===== src/rtl/key_uart_pkg.sv =====
`default_nettype none
// ============================================================================
// Module   : key_uart_pkg
// Purpose  : Shared types, constants and helpers for the keypad UART sender.
//            Optional feature macro: UART_PARITY_EN (even parity bit).
// Revision : 1.0 - initial release
// ============================================================================
package key_uart_pkg;

  // Transmit FSM states; PARITY is only reachable with UART_PARITY_EN
  typedef enum logic [2:0] {
    IDLE   = 3'd0,
    START  = 3'd1,
    DATA   = 3'd2,
    PARITY = 3'd3,
    STOP   = 3'd4
  } tx_state_t;

  // Scanner output meaning "no key pressed yet"
  localparam logic [7:0] ASCII_NUL = 8'h00;

  // Clock cycles per UART bit, integer-truncated
  function automatic int div_calc(input int clk_freq, input int baud);
    return clk_freq / baud;
  endfunction

endpackage
`default_nettype wire


===== src/rtl/key_uart_tx_if.sv =====
`default_nettype none
// ============================================================================
// Module   : key_uart_tx_if
// Purpose  : Key input and UART/status outputs of the keypad UART sender.
//            Optional feature macro: UART_PARITY_EN (no effect on this file).
// Revision : 1.0 - initial release
// ============================================================================
interface key_uart_tx_if;
  logic [7:0] key_val;
  logic       tx;
  logic       busy;
  logic       key_push;
  logic       overflow;

  // The sender consumes key_val and drives everything else
  modport slave  (input key_val, output tx, busy, key_push, overflow);
  // The environment (scanner side / bench) drives key_val
  modport master (output key_val, input tx, busy, key_push, overflow);
endinterface
`default_nettype wire


===== src/rtl/key_uart_tx_byte_tx.sv =====
`default_nettype none
// ============================================================================
// Module   : uart_byte_tx
// Purpose  : Single-byte UART transmitter with valid/ready handshake.
//            8 data bits LSB first, 1 stop bit; even parity bit added
//            when UART_PARITY_EN is defined.
// Revision : 1.0 - initial release
// ============================================================================
module uart_byte_tx
  import key_uart_pkg::*;
#(
  parameter int DIV = 10
) (
  input  wire logic       clk,
  input  wire logic       rst,
  input  wire logic [7:0] i_data,
  input  wire logic       i_valid,
  output logic            o_ready,
  output logic            o_tx,
  output logic            o_busy
);

  localparam int             c_BW        = (DIV > 1) ? $clog2(DIV) : 1;
  localparam logic [c_BW-1:0] c_BAUD_LAST = c_BW'(DIV - 1);

  localparam logic [2:0] c_S_IDLE   = IDLE;
  localparam logic [2:0] c_S_START  = START;
  localparam logic [2:0] c_S_DATA   = DATA;
`ifdef UART_PARITY_EN
  localparam logic [2:0] c_S_PARITY = PARITY;
`endif
  localparam logic [2:0] c_S_STOP   = STOP;

  logic [2:0]      r_state;
  logic [c_BW-1:0] r_baud;
  logic [2:0]      r_bit;
  logic [7:0]      r_shift;
`ifdef UART_PARITY_EN
  logic            r_par;
`endif
  logic            w_bit_end;

  assign w_bit_end = (r_baud == c_BAUD_LAST);

  // FSM, baud counter and shift register; baud counter restarts on every state entry
  always_ff @(posedge clk or negedge rst) begin
    if (!rst) begin
      r_state <= c_S_IDLE;
      r_baud  <= '0;
      r_bit   <= '0;
      r_shift <= '0;
`ifdef UART_PARITY_EN
      r_par   <= 1'b0;
`endif
    end else begin
      case (r_state)
        c_S_IDLE: begin
          if (i_valid) begin
            r_state <= c_S_START;
            r_shift <= i_data;
`ifdef UART_PARITY_EN
            r_par   <= ^i_data;
`endif
            r_baud  <= '0;
            r_bit   <= '0;
          end
        end
        c_S_START: begin
          if (w_bit_end) begin
            r_state <= c_S_DATA;
            r_baud  <= '0;
          end else begin
            r_baud <= r_baud + 1'b1;
          end
        end
        c_S_DATA: begin
          if (w_bit_end) begin
            r_baud  <= '0;
            r_shift <= {1'b0, r_shift[7:1]};
            r_bit   <= r_bit + 1'b1;
            if (r_bit == 3'd7) begin
`ifdef UART_PARITY_EN
              r_state <= c_S_PARITY;
`else
              r_state <= c_S_STOP;
`endif
            end
          end else begin
            r_baud <= r_baud + 1'b1;
          end
        end
`ifdef UART_PARITY_EN
        c_S_PARITY: begin
          if (w_bit_end) begin
            r_state <= c_S_STOP;
            r_baud  <= '0;
          end else begin
            r_baud <= r_baud + 1'b1;
          end
        end
`endif
        c_S_STOP: begin
          if (w_bit_end) begin
            r_state <= c_S_IDLE;
            r_baud  <= '0;
          end else begin
            r_baud <= r_baud + 1'b1;
          end
        end
        default: begin
          r_state <= c_S_IDLE;
          r_baud  <= '0;
        end
      endcase
    end
  end

  // Line level is a pure decode of state, so reset forces idle-high at once
  always_comb begin
    o_tx = 1'b1;
    case (r_state)
      c_S_START:  o_tx = 1'b0;
      c_S_DATA:   o_tx = r_shift[0];
`ifdef UART_PARITY_EN
      c_S_PARITY: o_tx = r_par;
`endif
      default:    o_tx = 1'b1;
    endcase
  end

  assign o_ready = (r_state == c_S_IDLE);
  assign o_busy  = ~o_ready;

endmodule
`default_nettype wire


===== src/rtl/key_uart_tx.sv =====
`default_nettype none
// ============================================================================
// Module   : key_uart_tx
// Purpose  : Sends each new, stable keypad ASCII code once over a UART line,
//            buffering key events in a small FIFO while a frame is sent.
//            Optional feature macro: UART_PARITY_EN (8E1 instead of 8N1).
// Revision : 1.0 - initial release
// ============================================================================
module key_uart_tx
  import key_uart_pkg::*;
#(
  parameter int CLK_FREQ      = 50_000_000,
  parameter int BAUD          = 115_200,
  parameter int STABLE_CYCLES = 1_000_000,
  parameter int FIFO_DEPTH    = 4
) (
  input  wire logic   clk,
  input  wire logic   rst,
  key_uart_tx_if.slave bus
);

  localparam int c_DIV = div_calc(CLK_FREQ, BAUD);
  localparam int c_SCW = $clog2(STABLE_CYCLES + 1);
  localparam int c_AW  = $clog2(FIFO_DEPTH);
  localparam int c_CW  = c_AW + 1;

  localparam logic [c_SCW-1:0] c_STAB_MAX  = c_SCW'(STABLE_CYCLES);
  localparam logic [c_SCW-1:0] c_STAB_LAST = c_SCW'(STABLE_CYCLES - 1);
  localparam logic [c_CW-1:0]  c_FULL      = c_CW'(FIFO_DEPTH);

  // Detector state
  logic [7:0]       r_key_q;
  logic [c_SCW-1:0] r_stab_cnt;
  logic [7:0]       r_last_sent;

  // FIFO state
  logic [7:0]       r_mem [FIFO_DEPTH];
  logic [c_AW-1:0]  r_wr_ptr;
  logic [c_AW-1:0]  r_rd_ptr;
  logic [c_CW-1:0]  r_count;

  logic             r_key_push;
  logic             r_overflow;

  logic             w_same;
  logic             w_push_req;
  logic             w_full;
  logic             w_empty;
  logic             w_ready;
  logic             w_pop;
  logic             w_push;
  logic             w_tx;
  logic             w_busy;
  logic [7:0]       w_rd_data;

  // The counter reaches STABLE_CYCLES on this edge exactly when it is one short now
  assign w_same     = (bus.key_val == r_key_q);
  assign w_push_req = w_same && (r_stab_cnt == c_STAB_LAST) &&
                      (r_key_q != ASCII_NUL) && (r_key_q != r_last_sent);

  assign w_full    = (r_count == c_FULL);
  assign w_empty   = (r_count == '0);
  assign w_pop     = ~w_empty & w_ready;
  // A pop in the same cycle frees the slot the push will use
  assign w_push    = w_push_req & (~w_full | w_pop);
  assign w_rd_data = r_mem[r_rd_ptr];

  // Input register and saturating stability counter
  always_ff @(posedge clk or negedge rst) begin
    if (!rst) begin
      r_key_q    <= ASCII_NUL;
      r_stab_cnt <= '0;
    end else begin
      r_key_q <= bus.key_val;
      if (!w_same) begin
        r_stab_cnt <= '0;
      end else if (r_stab_cnt != c_STAB_MAX) begin
        r_stab_cnt <= r_stab_cnt + 1'b1;
      end
    end
  end

  // Event bookkeeping; a dropped event still counts as sent so it is not retried
  always_ff @(posedge clk or negedge rst) begin
    if (!rst) begin
      r_last_sent <= ASCII_NUL;
      r_key_push  <= 1'b0;
      r_overflow  <= 1'b0;
    end else begin
      r_key_push <= w_push;
      r_overflow <= w_push_req & ~w_push;
      if (w_push_req) begin
        r_last_sent <= r_key_q;
      end
    end
  end

  // FIFO storage; contents are don't-care while the occupancy says empty
  always_ff @(posedge clk) begin
    if (w_push) begin
      r_mem[r_wr_ptr] <= r_key_q;
    end
  end

  // FIFO pointers and occupancy; pointers wrap naturally at the power-of-2 depth
  always_ff @(posedge clk or negedge rst) begin
    if (!rst) begin
      r_wr_ptr <= '0;
      r_rd_ptr <= '0;
      r_count  <= '0;
    end else begin
      if (w_push) begin
        r_wr_ptr <= r_wr_ptr + 1'b1;
      end
      if (w_pop) begin
        r_rd_ptr <= r_rd_ptr + 1'b1;
      end
      case ({w_push, w_pop})
        2'b10:   r_count <= r_count + 1'b1;
        2'b01:   r_count <= r_count - 1'b1;
        default: r_count <= r_count;
      endcase
    end
  end

  uart_byte_tx #(
    .DIV (c_DIV)
  ) u_byte_tx (
    .clk     (clk),
    .rst     (rst),
    .i_data  (w_rd_data),
    .i_valid (~w_empty),
    .o_ready (w_ready),
    .o_tx    (w_tx),
    .o_busy  (w_busy)
  );

  assign bus.tx       = w_tx;
  assign bus.busy     = w_busy;
  assign bus.key_push = r_key_push;
  assign bus.overflow = r_overflow;

endmodule
`default_nettype wire


===== src/flat_wrapper.sv =====
// flat-port wrapper written by rule: the top's interface ports become plain ports
module key_uart_tx_flat import key_uart_pkg::*;
#(
  parameter int CLK_FREQ      = 50_000_000,
  parameter int BAUD          = 115_200,
  parameter int STABLE_CYCLES = 1_000_000,
  parameter int FIFO_DEPTH    = 4
)
  (clk, rst, bus_key_val, bus_tx, bus_busy, bus_key_push, bus_overflow);
  key_uart_tx_if bus_i ();
  input  wire logic clk;
  input  wire logic rst;
  input wire logic [$bits(bus_i.key_val)-1:0] bus_key_val;
  output wire logic [$bits(bus_i.tx)-1:0] bus_tx;
  output wire logic [$bits(bus_i.busy)-1:0] bus_busy;
  output wire logic [$bits(bus_i.key_push)-1:0] bus_key_push;
  output wire logic [$bits(bus_i.overflow)-1:0] bus_overflow;
  assign bus_i.key_val = bus_key_val;
  assign bus_tx = bus_i.tx;
  assign bus_busy = bus_i.busy;
  assign bus_key_push = bus_i.key_push;
  assign bus_overflow = bus_i.overflow;
  key_uart_tx #(.CLK_FREQ(CLK_FREQ), .BAUD(BAUD), .STABLE_CYCLES(STABLE_CYCLES), .FIFO_DEPTH(FIFO_DEPTH)) u_core (.clk(clk), .rst(rst), .bus(bus_i));
endmodule

===== config.mk =====
export PLATFORM = sky130hd
export DESIGN_NAME = key_uart_tx_flat
export DESIGN_NICKNAME = d
export VERILOG_FILES = /design/src/rtl/key_uart_pkg.sv /design/src/rtl/key_uart_tx_if.sv /design/src/rtl/key_uart_tx_byte_tx.sv /design/src/rtl/key_uart_tx.sv /design/src/flat_wrapper.sv
export SDC_FILE = /design/constraint.sdc
export NUM_CORES = 1
export LEC_CHECK = 0
export BUFFER_PORTS_ARGS = -buffer_cell sky130_fd_sc_hd__buf_2
export CORE_MARGIN = 4
export CORE_UTILIZATION = 35
export CTS_CLUSTER_SIZE = 16
export DETAILED_ROUTE_END_ITERATION = 7
export SLEW_MARGIN = 20
export SYNTH_ARGS = -nofsm -noshare
export SYNTH_HDL_FRONTEND = slang
export SYNTH_HIERARCHICAL = 1
export SYNTH_SLANG_ARGS = --single-unit

===== constraint.sdc =====
create_clock -name clk -period 4 [get_ports clk]
set_input_delay 0.8 -clock clk [delete_from_list [all_inputs] [get_ports clk]]
set_output_delay 0.8 -clock clk [all_outputs]
set_load 0.02 [all_outputs]

==> results.toml, run 1 <==
[floorplan]
ios = 14
core_um2 = 13300
die_w_um = 124.6
start_util = 0.3579
dieArea_um2 = 15530
num_rows = 42
die_y_um = 124.6

[logic_synthesis]
syn_nets = 405
yosys.area.top_type_share = 0.3576
ys_async_sr_fraction = 0.6800
synth_cell_type_count = 61
ys_seq_area_frac = 0.5596
synth_area_leaders = "dfrtp_1, edfxtp_1, xnor2_1"
synth-seq-cells = 100
netlist_area_um2 = 4758
yosysTopAreaCell = "dfrtp_1"
synth-main-ff-cell = "dfrtp_1"
ys_warn_count = 6
syn_avg_cell_area_um2 = 12.39
syn_inst = 384
synth_edf_count = 32

[sta]
relSlewSlack = 0.3559
min_period_ns = 3.174
setup_viol_count_final = 0
fin_skew_ns = 0.007009
grt_setup_unrepaired = "no"
slew_viol_final = 0
max_slew.worst_pin.slew_ns = 0.9661
whs_ns = 0.5031
clock.fmax_ghz = 0.3151
hold_violations = 0
fin_setup_tns_ns = 0
finalCritPeriodShare = 0.7935

[min_path]
min_path_cells = 2
holdPathEnd = "u_core/r_last_sent[5]$_DFFE_PN0P_"
hp-start = "u_core/r_last_sent[5]$_DFFE_PN0P_"
hp-class = "flip-flop to flip-flop"

[clocking]
clock-root-buffer = "clkbuf_16"
clock_path_buffers = 2
cts_setup_buffers = 0
ctsHtreeMaxLevel = 3
clkTransAtPathRegs_ns = 0.06
numCtsBuffers = 9
clk_latency_ns = 0.34
cts_tree = "yes"
cts-resized-gates = 0
hold_buffers = 0
cts_sinks = 100

[critical_path]
slowest_stage = "or4_4"
r2r-end = "u_core/r_count[2]$_DFFE_PN0P_"
cp_cell_sequence = "or4b_1 > or4_4 > a2111oi_4 > and2_2 > nor2_1 > fa_1 > a211oi_1 > a31oi_1 > xnor2_1"
reg2reg_slack_ns = 0.83
slowest_delay_ns = 0.56
worstPathArrival_ns = 3.40
r2r_start = "u_core/r_stab_cnt[8]$_DFFE_PN0P_"
crit_path_start_kind = "flip-flop"
path_max_fanout = 9
endpoint_kind = "flip-flop"
rr_worst_depth = 9
worstPathRequired_ns = 4.22
critPathKind = "flip-flop to flip-flop"

[global_route]
track_usage = 0.1175
grt_overflow = 0
antenna_found_initial = 0
grt_pass1_wl_um = 14690
grt_max_degree = 42
grt_pass1_vias = 2880

[power]
powerDensity_nw_per_um2 = 363.9
ir_drop_mv = 0.1874
leakage_nw = 1.967

[final_layout]
layout-drive-gt1-share = 0.1746
antenna_cells = 0
final_common_cell = "dfrtp_1"
nNetsFinal = 417
instances_no_fill = 577
final_cell_mix = "dfrtp_1, nand2_1, edfxtp_1"
synthToLayoutAreaGrowth_pct = 10.28

[place]
dp_cells = 561
place.detailed.hpwl_um = 5854
gp_congestion = 0.7844
io_buffers = 13

[job]
max_cap_viol_count = 0

[outcome]
outcome = "completed"

[detailed_routing]
vias_per_cell = 4.977
vias = 2872
wirelength_um = 8556
drt-pass1-iter-count = 4
route.detailed.wl_per_inst_um = 14.83
ant_nets = 0
drt_iter0_markers = 124
drc = 0
==> worst max path at each step <==
stage	startpoint	to	slack, ns	cells past startpoint
global placement	u_core/r_stab_cnt[8]$_DFFE_PN0P_	u_core/r_count[2]$_DFFE_PN0P_	0.89	9
detailed placement	u_core/r_stab_cnt[10]$_DFFE_PN0P_	u_core/r_count[2]$_DFFE_PN0P_	0.83	9
finish	u_core/r_stab_cnt[8]$_DFFE_PN0P_	u_core/r_count[2]$_DFFE_PN0P_	0.83	9
CTS	u_core/r_stab_cnt[8]$_DFFE_PN0P_	u_core/r_count[2]$_DFFE_PN0P_	0.83	9
floorplan	u_core/r_stab_cnt[8]$_DFFE_PN0P_	u_core/r_count[2]$_DFFE_PN0P_	0.96	10
global route	u_core/r_stab_cnt[10]$_DFFE_PN0P_	u_core/r_count[2]$_DFFE_PN0P_	0.64	9
==> power by group <==
group / switching [W] / leakage [nW] / total, W / internal, W
Combinational: 0.0000219 / 0.698 / 0.0000332 / 0.0000113
Clock: 0.000365 / 0.133 / 0.000805 / 0.000440
Sequential: 0.0000114 / 1.14 / 0.00107 / 0.00106
Total: 0.000398 / 1.97 / 0.00191 / 0.00151
==> metal layers <==
metal	share of wire	wire length, µm	global-route usage
met4	0.014	122	0.04449
met2	0.47	4021	0.1842
met3	0.029	246	0.03259
met5	0	0	0
met1	0.49	4165	0.1556
==> logic make-up (layout without fill, tap and decap cells) <==
logic type               after synthesis  after routing  synth area share
AND/OR/NAND/NOR                      144            144            0.1714
flip-flops                           100            100            0.5596
XOR/XNOR                              46             46           0.08467
AO/OA/AOI/OAI                         45             45           0.07363
buffers and inverters                 25             42           0.02787
multiplexers                          13             13           0.05233
adder cells (fa/ha/maj)               11             11           0.03050
==> worst max-delay path: cells and delay by family, from the launching register on <==
family / cells / cell delay, ns
flip-flops: 1 / 0.41
AND/OR/NAND/NOR: 4 / 1.50
adder cells (fa/ha/maj): 1 / 0.39
AO/OA/AOI/OAI: 3 / 0.62
XOR/XNOR: 1 / 0.15
==> synthesized netlist by cell type, types with 4 or more instances <==
cell	n
o21ai_0	6
a21oi_1	14
and2_2	5
nand2_1	37
dfrtp_1	68
clkbuf_1	6
nor4_1	6
nand3_1	14
xor2_1	19
inv_1	11
buf_6	4
nand2b_1	11
xnor2_1	27
nor3_1	6
nor2_1	29
ha_1	10
o221a_2	7
edfxtp_1	32
nand4_1	9
mux4_2	8
==> cell type report <==
type | instances | area, µm²
timing repair buffer | 15 | 80.08
fill | 1275 | 8048
multi-input combinational | 259 | 1963
inverter | 11 | 41.29
sequential | 100 | 2663
clock inverter | 5 | 37.54
clock buffer | 11 | 242.7
tap | 176 | 220.2
==> stage by stage <==
step	utilization	setup slack [ns]	area (µm²)	total power (W)
finish	0.3947	0.8260	5248	0.001909
CTS	0.3947	0.8269	5248	0.001940
floorplan	-	0.9644	4758	0.001098
detailed placement	0.3736	0.8343	4967	0.001126
global placement	0.3736	0.8878	4967	0.001125
global route	0.3947	0.6398	5248	0.001999
==> sequential cells by signal, summed over array words and instances, names as in the netlist <==
signal and flops:
u_core/bus.key_push 1, u_core/r_stab_cnt 20, u_core/u_byte_tx/r_bit 3, u_core/r_rd_ptr 2, u_core/r_mem 32, u_core/r_last_sent 8
u_core/u_byte_tx/r_state 3, u_core/r_key_q 8, u_core/u_byte_tx/r_shift 8, u_core/r_count 3, u_core/bus.overflow 1, u_core/u_byte_tx/r_baud 9
u_core/r_wr_ptr 2
Power figures use the tool's default switching activity.
==> inputs of run 2 (changes only) <==
==> constraint.sdc (replaced) <==
create_clock -name clk -period 2.75 [get_ports clk]
set_input_delay 0.55 -clock clk [delete_from_list [all_inputs] [get_ports clk]]
set_output_delay 0.55 -clock clk [all_outputs]
set_load 0.02 [all_outputs]
==> run 2 against run 1 <==
  * Global-route usage about the same
  * Highest routed layer unchanged
  * Final cell count rose by 5.2%
  * Sequential power rose by 46%
  * Largest power group unchanged
==> results.toml, run 2 (synthesis results as in run 1) <==
[outcome]
outcome = "completed"

[place]
place.detailed.hpwl_um = 5949
placed_area_um2 = 5176
gp_congestion = 0.7488
io_buffers = 13

[critical_path]
endpoint_kind = "flip-flop"
critPathKind = "flip-flop to flip-flop"
worstPathRequired_ns = 2.98
r2r_start = "u_core/r_stab_cnt[7]$_DFFE_PN0P_"
path_common_cell = "or4_4"
crit_path_start = "u_core/r_stab_cnt[7]$_DFFE_PN0P_"
path_buf_inv = 0
cp_cell_sequence = "or4_4 > or4_4 > a2111oi_4 > and2_4 > nor2_2 > fa_2 > a211oi_2 > a31oi_1 > xnor2_1"
slowest_delay_ns = 0.55
cp.depth = 9
reg2reg_slack_ns = 0.04
path_max_fanout = 2
slowest_stage = "or4_4"
r2r-end = "u_core/r_count[2]$_DFFE_PN0P_"
cpLargestDelayFamily = "simple AND/OR/NAND/NOR gates"
timing.critical_path.to = "u_core/r_count[2]$_DFFE_PN0P_"
rr_worst_depth = 9
worstPathArrival_ns = 2.94
crit_path_start_kind = "flip-flop"

[min_path]
hp-class = "input pin to asynchronous set/reset pin"

[final_layout]
largest-register = "u_core/r_mem"
final_common_cell = "dfrtp_1"
layout-drive-gt1-share = 0.2459
antenna_cells = 0
fin_util = 0.4175
reg.largest.list = "u_core/r_mem (32), u_core/r_stab_cnt (20), u_core/u_byte_tx/r_baud (9)"
fillers = 1228
design_area_um2 = 5550
synthToLayoutAreaGrowth_pct = 16.64
largest_register_ffs = 32
nNetsFinal = 447
final_cell_mix = "dfrtp_1, nand2_1, edfxtp_1"

[power]
powerDensity_nw_per_um2 = 526.1
ir_drop_mv = 0.3267
totalPowerFinal_w = 0.002920
leakage_nw = 2.160

[detailed_routing]
drt-pass1-iter-count = 4
vias = 2987
ant_nets = 0
vias_per_cell = 4.921
wirelength_um = 8538
wl_met1_um = 4030
wl_met3_um = 243
drc = 0
drt_iter0_markers = 138
topRoutingLayerUsed = "met4"
wl_met2_um = 4161
route.detailed.wl_per_inst_um = 14.07

[global_route]
grt_max_degree = 69
antenna_found_initial = 0
track_usage = 0.1176
grt_overflow = 0
grt_pass1_vias = 3001
grt_pass1_wl_um = 15080

[sta]
max_slew.worst_pin.slew_ns = 0.5650
hold_violations = 0
setup_viol_count_final = 0
min_period_ns = 2.713
slew_viol_final = 0
fin_skew_ns = 0.006064
fin_setup_tns_ns = 0
finalCritPeriodShare = 0.9866
grt_setup_unrepaired = "yes"
clock.fmax_ghz = 0.3686
relSlewSlack = 0.6205

[clocking]
cts_sinks = 100
clk_latency_ns = 0.34
clock_path_buffers = 2
clkTransAtPathRegs_ns = 0.07
clock-root-buffer = "clkbuf_16"
cts_tree = "yes"
ctsHtreeMaxLevel = 3
hold_buffers = 0
numCtsBuffers = 9

[floorplan]
dieArea_um2 = 15530
start_util = 0.3579
die_w_um = 124.6
num_rows = 42
die_y_um = 124.6
core_um2 = 13300
ios = 14

[job]
max_cap_viol_count = 0
run 2: changes by cell type in the layout (fill, tap and decap cells not counted), moves of 2 or more:
| cell | previous run | this run |
|---|---|---|
| buf_4 | 2 | 30 |
| clkinv_4 | 3 | 1 |
| clkinv_8 | 0 | 2 |
| and2_4 | 2 | 7 |
| and2_2 | 5 | 0 |
run 2: worst min-delay path by stage:
stage,startpoint,end,slack (ns),cells after the start
final,rst,u_core/u_byte_tx/r_shift[3]$_DFFE_PN0P_,0.20,2
after global routing,rst,u_core/bus.key_push$_DFF_PN0_,0.26,2
after CTS,rst,u_core/r_key_q[0]$_DFF_PN0_,0.24,2
after detailed placement,u_core/r_count[2]$_DFFE_PN0P_,u_core/r_count[2]$_DFFE_PN0P_,0.47,1
after global placement,u_core/r_count[2]$_DFFE_PN0P_,u_core/r_count[2]$_DFFE_PN0P_,0.47,1
after floorplan,rst,u_core/bus.key_push$_DFF_PN0_,0.25,0
run 2: timing repair:
action / in CTS / in global routing
gates cloned: 0 / 0
gates resized for setup: 3 / 6
endpoints found under the setup margin: 34 / 34
pin swaps: 2 / 3
buffers inserted: 1 / 3
run 2: metrics by stage:
stage	hold WS, ns	setup slack, ns	std cells
after global placement	0.4701	-0.01537	587
after floorplan	0.2544	-0.1490	384
after detailed placement	0.4731	-0.08184	587
final	0.2010	0.03680	607
after CTS	0.2426	0.00006462	604
after global routing	0.2607	-0.1058	607
run 2: layout make-up:
| class | count | area [µm²] | area share |
|---|---|---|---|
| Clock inverter | 7 | 96.34 | 0.01736 |
| Multi-Input combinational cell | 259 | 1983 | 0.3573 |
| Tap cell | 176 | 220.2 | 0.03968 |
| Timing Repair Buffer | 45 | 321.6 | 0.05794 |
| Inverter | 11 | 41.29 | 0.007439 |
| Clock buffer | 9 | 225.2 | 0.04058 |
| Sequential cell | 100 | 2663 | 0.4797 |
run 2: where the power goes:
group	internal, W	total [W]	switching [W]
clock	0.000730	0.00131	0.000579
combinational	0.0000205	0.0000551	0.0000346
sequential	0.00154	0.00156	0.0000146
total	0.00229	0.00292	0.000628
run 2: routing by layer:
metal | vias to the layer above | global-route usage
met5 | - | 0
met4 | 0 | 0.03353
met3 | 6 | 0.03216
met2 | 38 | 0.1905
met1 | 1484 | 0.1552
li1 | 1459 | -
==> inputs of run 3 (changes only) <==
--- a/config.mk
+++ b/config.mk
@@ -8,10 +8,10 @@
 export BUFFER_PORTS_ARGS = -buffer_cell sky130_fd_sc_hd__buf_2
 export CORE_MARGIN = 4
 export CORE_UTILIZATION = 35
+export CTS_BUF_LIST = sky130_fd_sc_hd__clkbuf_8
 export CTS_CLUSTER_SIZE = 16
 export DETAILED_ROUTE_END_ITERATION = 7
 export SLEW_MARGIN = 20
 export SYNTH_ARGS = -nofsm -noshare
 export SYNTH_HDL_FRONTEND = slang
-export SYNTH_HIERARCHICAL = 1
 export SYNTH_SLANG_ARGS = --single-unit
==> run 3 against run 2 <==
  * Largest cell class unchanged
  * Maximum frequency is 9.6% lower
  * Area after synthesis shrank 4.8%
  * Total power is 14% lower
  * Non-clock buffer count decreased by 2
  * Synthesized cell count is 4.9% lower
  * First-iteration DRC count is 14% lower
  * Register-to-register slack got worse by 0.29 ns
  * Final area shrank 5.7%
  * Utilization shrank 0.28 points
  * The run now ends with setup timing left
  * Worst hold slack worse by 0.011 ns
==> results.toml, run 3 <==
[logic_synthesis]
post-synth-top-count-cell = "dfrtp_1"
yosys.area_share.simple = 0.1464
ys_seq_area_frac = 0.5880
synth_edf_count = 32
synth_xor_area_frac = 0.08124
synthMuxAreaShare = 0.08069
syn_nets = 387
syn_inst = 365
synth-seq-cells = 100
yosys.area.top_type_share = 0.3758
synth_compound_area_frac = 0.04532
synth_cell_type_count = 42
yosysTopAreaCell = "dfrtp_1"
synth_area_leaders = "dfrtp_1, edfxtp_1, xnor2_1"
yosys-top-cells-count = "dfrtp_1, edfxtp_1, nor2_1"
ys_warn_count = 0
synth-main-ff-cell = "dfrtp_1"
synthAdderAreaFrac = 0.03482
syn_avg_cell_area_um2 = 12.41
ys_async_sr_fraction = 0.6800
synth_top_family_by_area = "simple AND/OR/NAND/NOR gates"
netlist_area_um2 = 4528

[critical_path]
path_max_fanout = 2
worstPathArrival_ns = 3.25
cp_cell_sequence = "or4b_1 > or4_4 > o21bai_4 > or4b_4 > ha_4 > inv_2 > fa_2 > xor2_1 > nor2_1 > xor2_1"
slowest_delay_ns = 0.53
rr_worst_depth = 10
r2r_start = "u_core.r_stab_cnt[10]$_DFFE_PN0P_"
r2r-end = "u_core.r_count[2]$_DFFE_PN0P_"
endpoint_kind = "flip-flop"
crit_path_start_kind = "flip-flop"
path_common_cell = "xor2_1"
worstPathRequired_ns = 3.00
reg2reg_slack_ns = -0.25
critPathKind = "flip-flop to flip-flop"
slowest_stage = "or4_4"

[sta]
slew_viol_final = 0
fin_skew_ns = 0.01176
fin_setup_tns_ns = -6.862
clock.fmax_ghz = 0.3331
min_period_ns = 3.002
finalCritPeriodShare = 1.092
hold_violations = 0
max_slew.worst_pin.slew_ns = 0.8236
finalWorstSetupSlack_ns = -0.2522
grt_setup_unrepaired = "yes"
relSlewSlack = 0.4498
setup_viol_count_final = 35

[final_layout]
final_cell_mix = "dfrtp_1, nor2_1, edfxtp_1"
fillers = 1205
design_area_um2 = 5233
synthToLayoutAreaGrowth_pct = 15.56
reg.largest.list = "u_core.r_mem (32), u_core.r_stab_cnt (20), u_core.u_byte_tx.r_baud (9)"
largest-register = "u_core.r_mem"
layout-drive-gt1-share = 0.2174
instances_no_fill = 586
final_common_cell = "dfrtp_1"
antenna_cells = 0
fin_util = 0.4146
largest_register_ffs = 32
nNetsFinal = 431

[clocking]
clock-root-buffer = "clkbuf_8"
clock_path_buffers = 2
clkTransAtPathRegs_ns = 0.09
clk_latency_ns = 0.37
cts_tree = "yes"
numCtsBuffers = 9
hold_buffers = 0
cts_sinks = 100
ctsHtreeMaxLevel = 3

[global_route]
grt_overflow = 0
grt_pass1_vias = 2936
grt_max_degree = 29
grt_pass1_wl_um = 13900
antenna_found_initial = 0
track_usage = 0.1185

[place]
gp_congestion = 0.7564
io_buffers = 13
place.detailed.hpwl_um = 5793
dp_cells = 568
placed_area_um2 = 5004

[detailed_routing]
drc = 0
vias_per_cell = 4.780
route.detailed.wl_per_inst_um = 13.49
wirelength_um = 7907
drt-pass1-iter-count = 4
vias = 2801
drt_iter0_markers = 118
ant_nets = 0

[floorplan]
dieArea_um2 = 14820
die_y_um = 121.7
start_util = 0.3588
ios = 14
core_um2 = 12620
die_w_um = 121.7
num_rows = 41

[power]
powerDensity_nw_per_um2 = 481.6
leakage_nw = 2.134
totalPowerFinal_w = 0.002520
ir_drop_mv = 0.3053

[outcome]
outcome = "finished with violations"
violations = "setup timing"

[min_path]
hp-class = "input pin to asynchronous set/reset pin"

[job]
max_cap_viol_count = 0
## run 3: per-stage QoR
stage / hold slack [ns] / worst slack (ns)
2_1_floorplan: 0.2544 / -0.2135
3_3_place_gp: 0.4805 / -0.1948
4_1_cts: 0.2000 / -0.2496
3_5_place_dp: 0.4828 / -0.2764
5_1_grt: 0.2185 / -0.3285
6_report: 0.1895 / -0.2522
## run 3: where the power goes
group | leakage [nW] | internal [W] | switching [W] | total, W
clock network | 0.0969 | 0.000416 | 0.000488 | 0.000904
registers | 1.21 | 0.00154 | 0.00000426 | 0.00154
logic | 0.822 | 0.0000258 | 0.0000457 | 0.0000715
## run 3: kinds of logic after synthesis
kind of cell	count (synthesis)
AND/OR/NAND/NOR	122
flip-flops	100
XOR/XNOR	42
AO/OA/AOI/OAI	36
buffers and inverters	28
multiplexers	25
adder cells (fa/ha/maj)	12
## run 3: cell type report
| type | count | area (µm²) | area share |
|---|---|---|---|
| Multi-Input combinational cell | 237 | 1795 | 0.3431 |
| Inverter | 18 | 75.07 | 0.01435 |
| Timing Repair Buffer | 43 | 294.0 | 0.05619 |
| Clock buffer | 9 | 123.9 | 0.02367 |
| Clock inverter | 7 | 66.31 | 0.01267 |
| Sequential cell | 100 | 2663 | 0.5088 |
| Tap cell | 172 | 215.2 | 0.04113 |
## run 3: worst max-delay path, delay by kind of cell, from the launching register on
kind,cells,cell delay (ns)
adders and majority gates,2,0.36
DFF,1,0.38
buffers and inverters,1,0.05
and+or+nand+nor,4,1.63
AOI/OAI and AO/OA,1,0.19
xor gates and xnor gates,2,0.28
## run 3: worst max path at each step
stage,start,to,slack (ns)
2_1_floorplan,u_core.r_stab_cnt[12]$_DFFE_PN0P_,u_core.r_count[1]$_DFFE_PN0P_,-0.21
3_3_place_gp,u_core.r_stab_cnt[12]$_DFFE_PN0P_,u_core.r_count[2]$_DFFE_PN0P_,-0.19
3_5_place_dp,u_core.r_stab_cnt[12]$_DFFE_PN0P_,u_core.r_count[1]$_DFFE_PN0P_,-0.28
4_1_cts,u_core.r_stab_cnt[10]$_DFFE_PN0P_,u_core.r_count[2]$_DFFE_PN0P_,-0.25
5_1_grt,u_core.r_stab_cnt[10]$_DFFE_PN0P_,u_core.r_count[2]$_DFFE_PN0P_,-0.33
6_report,u_core.r_stab_cnt[10]$_DFFE_PN0P_,u_core.r_count[2]$_DFFE_PN0P_,-0.25
## run 3: layer usage
metal	global-route usage	wire length, µm	vias up
li1	-	-	1371
met1	0.1465	3628	1385
met2	0.2041	3926	39
met3	0.03203	267	6
met4	0.03431	85	0
met5	0	0	-
## run 3: what timing repair did
item | CTS | global route
buffers inserted | 2 | 1
gates resized for setup | 6 | 2
endpoints found under the setup margin | 35 | 36
pin swaps | 5 | 1
